**config.mk**
```make
export PLATFORM = sky130hd
export DESIGN_NAME = random_pos_arbiter
export DESIGN_NICKNAME = d
export VERILOG_FILES = /design/src/rtl/random_pos_pkg.sv /design/src/rtl/random_pos_arbiter_lcg_core.sv /design/src/rtl/random_pos_arbiter.sv
export SDC_FILE = /design/constraint.sdc
export NUM_CORES = 1
export LEC_CHECK = 0
export CAP_MARGIN = 20
export CORE_UTILIZATION = 53
export DETAILED_ROUTE_END_ITERATION = 12
export PLACE_DENSITY = 0.89
export SETUP_SLACK_MARGIN = 0.3
export SLEW_MARGIN = 20
export SYNTH_ARGS = -nofsm -noshare
export SYNTH_HDL_FRONTEND = slang
export SYNTH_SLANG_ARGS = --single-unit
```
**constraint.sdc**
```tcl
create_clock -name clk -period 3 [get_ports clk]
set_input_delay 0.6 -clock clk [delete_from_list [all_inputs] [get_ports clk]]
set_output_delay 0.6 -clock clk [all_outputs]
set_load 0.005 [all_outputs]
```
**src/rtl/random_pos_pkg.sv**
```systemverilog
`default_nettype none
// +---------------------------------------------------------------------------+
// | random_pos_pkg : shared types and helpers for the random position arbiter |
// | Revision 1.0                                                              |
// +---------------------------------------------------------------------------+
package random_pos_pkg;

  localparam int c_MAX_REQ = 8;

  typedef enum logic [1:0] {
    IDLE  = 2'd0,
    STEP  = 2'd1,
    CHECK = 2'd2,
    DONE  = 2'd3
  } state_t;

  // Full 32-bit result; the caller truncates to its state width (mod 2^BITS).
  function automatic logic [31:0] lcg_next(input logic [31:0] x,
                                           input logic [31:0] mult,
                                           input logic [31:0] add);
    return mult * x + add;
  endfunction

  // First set request at or above ptr, wrapping at n.
  function automatic logic [2:0] rr_pick(input logic [7:0] req,
                                         input logic [2:0] ptr,
                                         input int unsigned n);
    logic [2:0]  pick;
    logic        found;
    int unsigned idx;
    pick  = '0;
    found = 1'b0;
    for (int unsigned i = 0; i < c_MAX_REQ; i++) begin
      idx = (32'(ptr) + i) % n;
      if ((i < n) && !found && req[idx[2:0]]) begin
        pick  = idx[2:0];
        found = 1'b1;
      end
    end
    return pick;
  endfunction

endpackage
`default_nettype wire

```
**src/rtl/random_pos_arbiter_lcg_core.sv**
```systemverilog
`default_nettype none
// +---------------------------------------------------------------------------+
// | lcg_core : linear-congruential generator state register (mod 2^BITS)      |
// | Revision 1.0                                                              |
// +---------------------------------------------------------------------------+
module lcg_core
  import random_pos_pkg::*;
#(
  parameter int BITS = 11,
  parameter int SEED = 3,
  parameter int MULT = 5,
  parameter int ADD  = 3
) (
  input  logic            clk,
  input  logic            reset_n,
  input  logic            step_en,
  input  logic            load_en,
  input  logic [BITS-1:0] load_val,
  output logic [BITS-1:0] x
);

  logic [BITS-1:0] r_x;
  logic [BITS-1:0] w_x_next;

  assign w_x_next = BITS'(lcg_next(32'(r_x), MULT, ADD));

  // A reseed takes priority over a step.
  always_ff @(posedge clk or negedge reset_n) begin
    if (!reset_n) begin
      r_x <= BITS'(SEED);
    end else if (load_en) begin
      r_x <= load_val;
    end else if (step_en) begin
      r_x <= w_x_next;
    end
  end

  assign x = r_x;

endmodule
`default_nettype wire

```
**src/rtl/random_pos_arbiter.sv**
```systemverilog
`default_nettype none
// +---------------------------------------------------------------------------+
// | random_pos_arbiter : round-robin shared LCG with rejection-sampled output |
// | Optional macro RANDOM_POS_FREE_RUN_EN: generator also steps while idle.   |
// | Revision 1.0                                                              |
// +---------------------------------------------------------------------------+
module random_pos_arbiter
  import random_pos_pkg::*;
#(
  parameter int N_REQ      = 2,
  parameter int BITS       = 11,
  parameter int SEED       = 3,
  parameter int MULT       = 5,
  parameter int ADD        = 3,
  parameter int RANGE_MIN  = 16,
  parameter int RANGE_SPAN = 600,
  parameter int MAX_TRIES  = 4,
  localparam int GW        = (N_REQ > 1) ? $clog2(N_REQ) : 1
) (
  input  logic             clk,
  input  logic             reset_n,
  input  logic [N_REQ-1:0] req,
  output logic [N_REQ-1:0] ack,
  output logic [BITS-1:0]  pos_out,
  output logic             pos_valid,
  output logic [GW-1:0]    grant_id,
  output logic             busy,
  input  logic             seed_load,
  input  logic [BITS-1:0]  seed_val
);

  localparam int              c_TW       = $clog2(MAX_TRIES + 1);
  localparam logic [BITS-1:0] c_MIN      = BITS'(RANGE_MIN);
  localparam logic [BITS-1:0] c_FALLBACK = BITS'(RANGE_MIN + RANGE_SPAN / 2);
  localparam logic [GW-1:0]   c_LAST     = GW'(N_REQ - 1);

  if ((N_REQ < 2) || (N_REQ > c_MAX_REQ)) begin : g_nreq_err
    $error("random_pos_arbiter: N_REQ must be 2..8");
  end
  if ((RANGE_SPAN < 1) || (RANGE_MIN + RANGE_SPAN > (1 << BITS))) begin : g_range_err
    $error("random_pos_arbiter: RANGE_MIN+RANGE_SPAN must fit in BITS");
  end
  if (MAX_TRIES < 1) begin : g_tries_err
    $error("random_pos_arbiter: MAX_TRIES must be at least 1");
  end

  state_t            r_state;
  state_t            w_state_nxt;
  logic [GW-1:0]     r_grant_id;
  logic [GW-1:0]     r_rr_ptr;
  logic [c_TW-1:0]   r_tries;
  logic [BITS-1:0]   r_pos_out;
  logic [BITS-1:0]   w_x;
  logic              w_step;
  logic              w_load;
  logic              w_grant;
  logic              w_in_range;
  logic              w_more;
  logic [GW-1:0]     w_pick;

  lcg_core #(
    .BITS (BITS),
    .SEED (SEED),
    .MULT (MULT),
    .ADD  (ADD)
  ) u_lcg (
    .clk      (clk),
    .reset_n  (reset_n),
    .step_en  (w_step),
    .load_en  (w_load),
    .load_val (seed_val),
    .x        (w_x)
  );

  assign w_in_range = int'(w_x) < RANGE_SPAN;
  assign w_more     = int'(r_tries) < MAX_TRIES;
  assign w_pick     = GW'(rr_pick(8'(req), 3'(r_rr_ptr), N_REQ));

  always_ff @(posedge clk or negedge reset_n) begin
    if (!reset_n) begin
      r_state <= IDLE;
    end else begin
      r_state <= w_state_nxt;
    end
  end

  always_comb begin
    w_state_nxt = r_state;
    w_step      = 1'b0;
    w_load      = 1'b0;
    w_grant     = 1'b0;
    case (r_state)
      IDLE: begin
        if (seed_load) begin
          w_load = 1'b1;
        end else if (|req) begin
          w_grant     = 1'b1;
          w_state_nxt = STEP;
        end
`ifdef RANDOM_POS_FREE_RUN_EN
        else begin
          w_step = 1'b1;
        end
`endif
      end
      STEP: begin
        w_step      = 1'b1;
        w_state_nxt = CHECK;
      end
      CHECK: begin
        if (w_in_range || !w_more) begin
          w_state_nxt = DONE;
        end else begin
          w_state_nxt = STEP;
        end
      end
      DONE: begin
        w_state_nxt = IDLE;
      end
      default: begin
        w_state_nxt = IDLE;
      end
    endcase
  end

  always_ff @(posedge clk or negedge reset_n) begin
    if (!reset_n) begin
      r_grant_id <= '0;
      r_rr_ptr   <= '0;
      r_tries    <= '0;
      r_pos_out  <= '0;
    end else begin
      case (r_state)
        IDLE: begin
          if (w_grant) begin
            r_grant_id <= w_pick;
            r_tries    <= '0;
          end
        end
        STEP: begin
          r_tries <= r_tries + c_TW'(1);
        end
        CHECK: begin
          // A rejected draw with tries left falls through and holds pos_out.
          if (w_in_range) begin
            r_pos_out <= c_MIN + w_x;
          end else if (!w_more) begin
            r_pos_out <= c_FALLBACK;
          end
        end
        DONE: begin
          r_rr_ptr <= (r_grant_id == c_LAST) ? '0 : r_grant_id + GW'(1);
        end
        default: begin
          r_tries <= '0;
        end
      endcase
    end
  end

  assign pos_valid = (r_state == DONE);
  assign ack       = (r_state == DONE) ? (N_REQ'(1) << r_grant_id) : '0;
  assign busy      = (r_state != IDLE);
  assign pos_out   = r_pos_out;
  assign grant_id  = r_grant_id;

endmodule
`default_nettype wire

```
Yosys cells after proc, flatten, opt, wreduce, memory -nomap -nowiden
Index checks and enable logic that the tools add are counted.
{"block": "word_totals", "regBits": 29, "output_inout_bits": 16, "word_cells": 62}
{"block": "classes", "add_sub_neg": 5, "n_mul": 1, "order_cmp": 4, "eq_ne": 7, "shift": 1, "muxes": 25, "reduce_logical": 13}
{"op": "$mux W11", "count": 4}
{"op": "$mux W1", "count": 14}
{"op": "$add A11 B2 Y11 const B", "count": 1}
{"op": "$add A5 B11 Y11 const A", "count": 1}
{"op": "$lt A11 B10 Y1 const B", "count": 1}
{"op": "$mul A3 B11 Y11 const A", "count": 1}
{"op": "$lt A1 B4 Y1 const B", "count": 2}
{"op": "$mux W2", "count": 4}
{"op": "$ne A2 B2 Y1 const B", "count": 4}
{"op": "$pmux W2 S4", "count": 1}
{"op": "$reduce_and A2 Y1", "count": 4}
{"op": "$pmux W3 S2", "count": 1}
{"op": "$reduce_bool A2 Y1", "count": 3}
{"op": "$eq A2 B2 Y1 const B", "count": 2}
{"op": "$add A3 B1 Y3 const B", "count": 1}
{"op": "$lt A3 B3 Y1 const B", "count": 1}
{"op": "$mux W3", "count": 1}
{"op": "$add A1 B1 Y1 const B", "count": 2}
{"op": "$eq A2 B1 Y1 const B", "count": 1}
{"op": "$logic_not A1 Y1", "count": 2}
{"op": "$logic_not A2 Y1", "count": 1}
{"op": "$reduce_or A2 Y1", "count": 1}
{"op": "$shl A1 B1 Y2 const A", "count": 1}
{"op": "$logic_and A1 B1 Y1", "count": 1}
{"op": "$logic_or A1 B1 Y1", "count": 1}

Longest topological paths before layout
{"block": "depth", "ltp_word": 6, "depth_mapped": 9, "mapped_depth_nobuf": 9}

Modules after synthesis
From an unflattened synthesis, not the netlist that was laid out.
{"block": "unflattened", "hier_cells": 200, "hier_area_um2": 1963.1}
{"module": "lcg_core", "instances": 1, "cells_per_inst": 114, "area_per_inst_um2": 1066.0}
{"module": "random_pos_arbiter", "instances": 1, "cells_per_inst": 86, "area_per_inst_um2": 897.1}

Worst setup path before layout
OpenSTA, ideal clock, no wires.
{"block": "synth_path", "kind": "reg-to-reg", "start": "reg u_lcg.r_x[5], in the netlist u_lcg.x[5]", "end": "reg u_lcg.r_x[10], in the netlist u_lcg.x[10]", "setup_time_ns": 0.133, "arrival_time_ns": 2.359, "path_slack_ns": 0.508, "path_stages_with_launch": 9, "path_buffers": 0, "path_cell_list": "dfrtp_1 -> ha_1 -> ha_1 -> ha_1 -> a21o_1 -> o2111a_1 -> a211oi_4 -> mux2i_1 -> nand4b_1"}
{"block": "synth_between", "elab_chain_cells": 4}
{"item": "from (decl)", "line_no": "random_pos_arbiter_lcg_core.sv:22", "text": "logic [BITS-1:0] r_x;"}
{"item": "from (signal assigned)", "line_no": "random_pos_arbiter_lcg_core.sv:30", "text": "r_x <= BITS'(SEED);"}
{"item": "from (signal assigned)", "line_no": "random_pos_arbiter_lcg_core.sv:32", "text": "r_x <= load_val;"}
{"item": "from (signal assigned)", "line_no": "random_pos_arbiter_lcg_core.sv:34", "text": "r_x <= w_x_next;"}
{"item": "$mul A3 B11 Y11", "line_no": "random_pos_pkg.sv:21", "text": "return mult * x + add;"}
{"item": "$add A11 B2 Y11", "line_no": "random_pos_pkg.sv:21"}
{"item": "$mux W11", "line_no": "random_pos_arbiter_lcg_core.sv:33", "text": "end else if (step_en) begin"}
{"item": "$mux W11", "line_no": "random_pos_arbiter_lcg_core.sv:31", "text": "end else if (load_en) begin"}
Every way passes these cells. The select of a mux whose other input is x is not followed.
A chain may end at the register's enable or synchronous reset.

Worst setup path after layout
{"block": "layout_path", "start": "reg u_lcg.r_x[2], in the netlist u_lcg.x[2]", "end": "reg u_lcg.r_x[10], in the netlist u_lcg.x[10]"}
Same word-level chain as after synthesis.

==> metrics.yaml <==
ant_nets: 0
grt_antenna_before_repair: 0
synth_top_cells_by_count: "27 x dfrtp_1, 25 x ha_1, 21 x nor2_1"
holdWs_ns: 0.484
wl_per_cell_um: 14.9
yosysWarnings: 0
design_area_sq_um: 2390
setup_viol: 0
design.die.area_sq_um: 3900
hold_buffers: 0
layout_min_cycle_time_ns: 2.56
synth_cells: 204
stdcell_count: 287
dp.cells: 278
cp_common_cell: "ha_1"
worstSkewPairLatency_ns: 0.34
syn-num-nets: 246
crit_fanout: 4
cts_max_path_buffers: 2
required_ns: 3.22
gp_congestion: 0.841
cpMaxStageDelayCell: "dfrtp_1"
ys_seq_area_share_pct: 37.6
core_sq_um: 3420
fin_skew_ns: 0.0165
synthTopCellsByArea: "dfrtp_1 35%, ha_1 16%, a21oi_1 4.1%"
first_global_vias: 1599
fin_tns_setup_ns: 0
cts-buffers-inserted: 5
drv_cap: 0
worst_slew_pin_slew_ns: 0.588
drt_iter0_drc: 95
finalWirelength_mm: 4.27
post-dp-hpwl_mm: 3.29
path_cells: "ha_1 > ha_1 > ha_1 > nand3_1 > o21ai_2 > o2111a_1 > a211oi_4 > mux2i_1 > nand4b_1"
root_buffer: "clkbuf_4"
diodes: 0
drv_slew: 0
rows: 21
drc: 0
cts_tree: "yes"
netlist.area_leader.share_pct: 34.9
clock-sinks: 29
die_width_um: 62.5
path_buf_inv: 0
viasPerCell: 5.62
synth-seq-cells: 29
grt_max_degree: 30
drive_above_1_share_pct: 12.4
synth.largest_area_cell: "dfrtp_1"
path_clk_slew_ns: 0.10
io_pins: 32
grt_first_pass_wirelength_mm: 7.36
gr-total-overflow: 0
crit_path_end_kind: "register"
worstPathArrival_ns: 2.78
syn2layout_area_growth_pct: 23.3
async_flop_share_pct: 100
synth.distinct_cells: 42
grt.total_usage_pct: 25.0
final_hold_viol_count: 0
port_buffers: 31
critPathMaxStageDelay_ns: 0.45
critical-path-top-delay-family: "adder cells"
vias: 1613
critPathKind: "register to register"
worstSetupStartpointType: "register"
hp-class: "register to register"
htreeDepth: 2
dr.pass1.iters: 4
status: "finished clean"
max_freq_mhz: 391
rsz0062_at_grt: "no"
min_period_over_period_pct: 85.3
fin_nets: 282
initial_core_util_pct: 56.7
synth_enable_flop_cells: 0
die_h_um: 62.5
avgSynthCellArea_sq_um: 9.49
yosys.cell_count.top_type: "dfrtp_1"
syn_area_sq_um: 1940
maxSlewHeadroom_pct: 60.7
ys.flop_type: "dfrtp_1"
place_area_sq_um: 2300
-- routing by layer --
| layer | GRT usage [%] | routed length (um) | vias to the layer above |
|---|---|---|---|
| met2 | 38.2 | 1980 | 56 |
| met1 | 32.1 | 1950 | 752 |
| met4 | 12.5 | 83 | 0 |
| met3 | 7.85 | 248 | 7 |
| li1 | - | - | 798 |
| met5 | 0 | 0 | - |
-- final cells by class --
cell class | instances | area [sq um]
Tap cell | 46 | 57.6
Clock buffer | 6 | 41.3
Timing Repair Buffer | 34 | 333
Clock inverter | 2 | 10.0
Inverter | 8 | 30.0
Fill cell | 263 | 1030
Sequential cell | 29 | 733
Multi-Input combinational cell | 162 | 1180
-- flip-flops by register name, indices dropped and copies added, names as in the netlist --
name	flops
pos_out	11
r_rr_ptr	1
r_tries	3
u_lcg.x	11
grant_id	1
r_state	2
-- cell families (layout without fill, tap and decap cells) --
| kind of cell | after synthesis | after routing | share of synthesized area, % |
|---|---|---|---|
| adder cells (fa/ha/maj) | 26 | 26 | 17.2 |
| AO/OA/AOI/OAI | 53 | 53 | 18.5 |
| AND/OR/NAND/NOR | 65 | 65 | 15.6 |
| XOR/XNOR | 15 | 15 | 6.78 |
| buffers and inverters | 13 | 50 | 2.65 |
| flip-flops | 29 | 29 | 37.6 |
| multiplexers | 3 | 3 | 1.61 |
-- worst min-delay path, delay by kind of cell (launching register included) --
kind	cells	cell delay, ns
compound gates	1	0.05
simple gates	1	0.05
flops	1	0.35
-- repair_timing --
action                     4_1_cts  5_1_grt
resized for setup                0        6
setup endpoints to repair        0        1
buffers inserted                 0        1
-- cells in the final DEF (no fill, tap or decap), types with 3 or more instances in the layout --
master,n
a21o_1,3
a21oi_1,16
a21oi_2,3
a31oi_1,3
buf_4,3
clkbuf_4,5
clkdlybuf4s50_1,31
dfrtp_1,23
dfrtp_2,4
ha_1,23
inv_1,8
nand2_1,20
nand3_1,11
nor2_1,21
o21ai_0,8
o22a_1,4
xnor2_1,8
xor2_1,7
-- path summary, 6_finish.rpt --
kind,start,to,slack (ns),depth (start not counted)
worst min register to register,pos_out[7],pos_out[7],0.48,2
worst min-delay path,pos_out[7],pos_out[7],0.48,2
max in group asynchronous,reset_n,u_lcg.x[1],2.05,2
worst max register to register,u_lcg.x[2],u_lcg.x[10],0.44,9
worst max-delay path,u_lcg.x[2],u_lcg.x[10],0.44,9
min in group asynchronous,reset_n,r_tries[2],0.65,2
-- stage by stage --
stage | worst slack, ns | utilization, %
after global routing | 0.299 | 69.9
after global placement | 0.457 | 67.3
after detailed placement | 0.382 | 67.3
final | 0.440 | 69.9
after CTS | 0.368 | 68.8
after floorplan | 0.508 | -
Power is left out: the tool's default activity adds up to more than one toggle a clock period on the data nets, which glitch-free logic cannot reach.
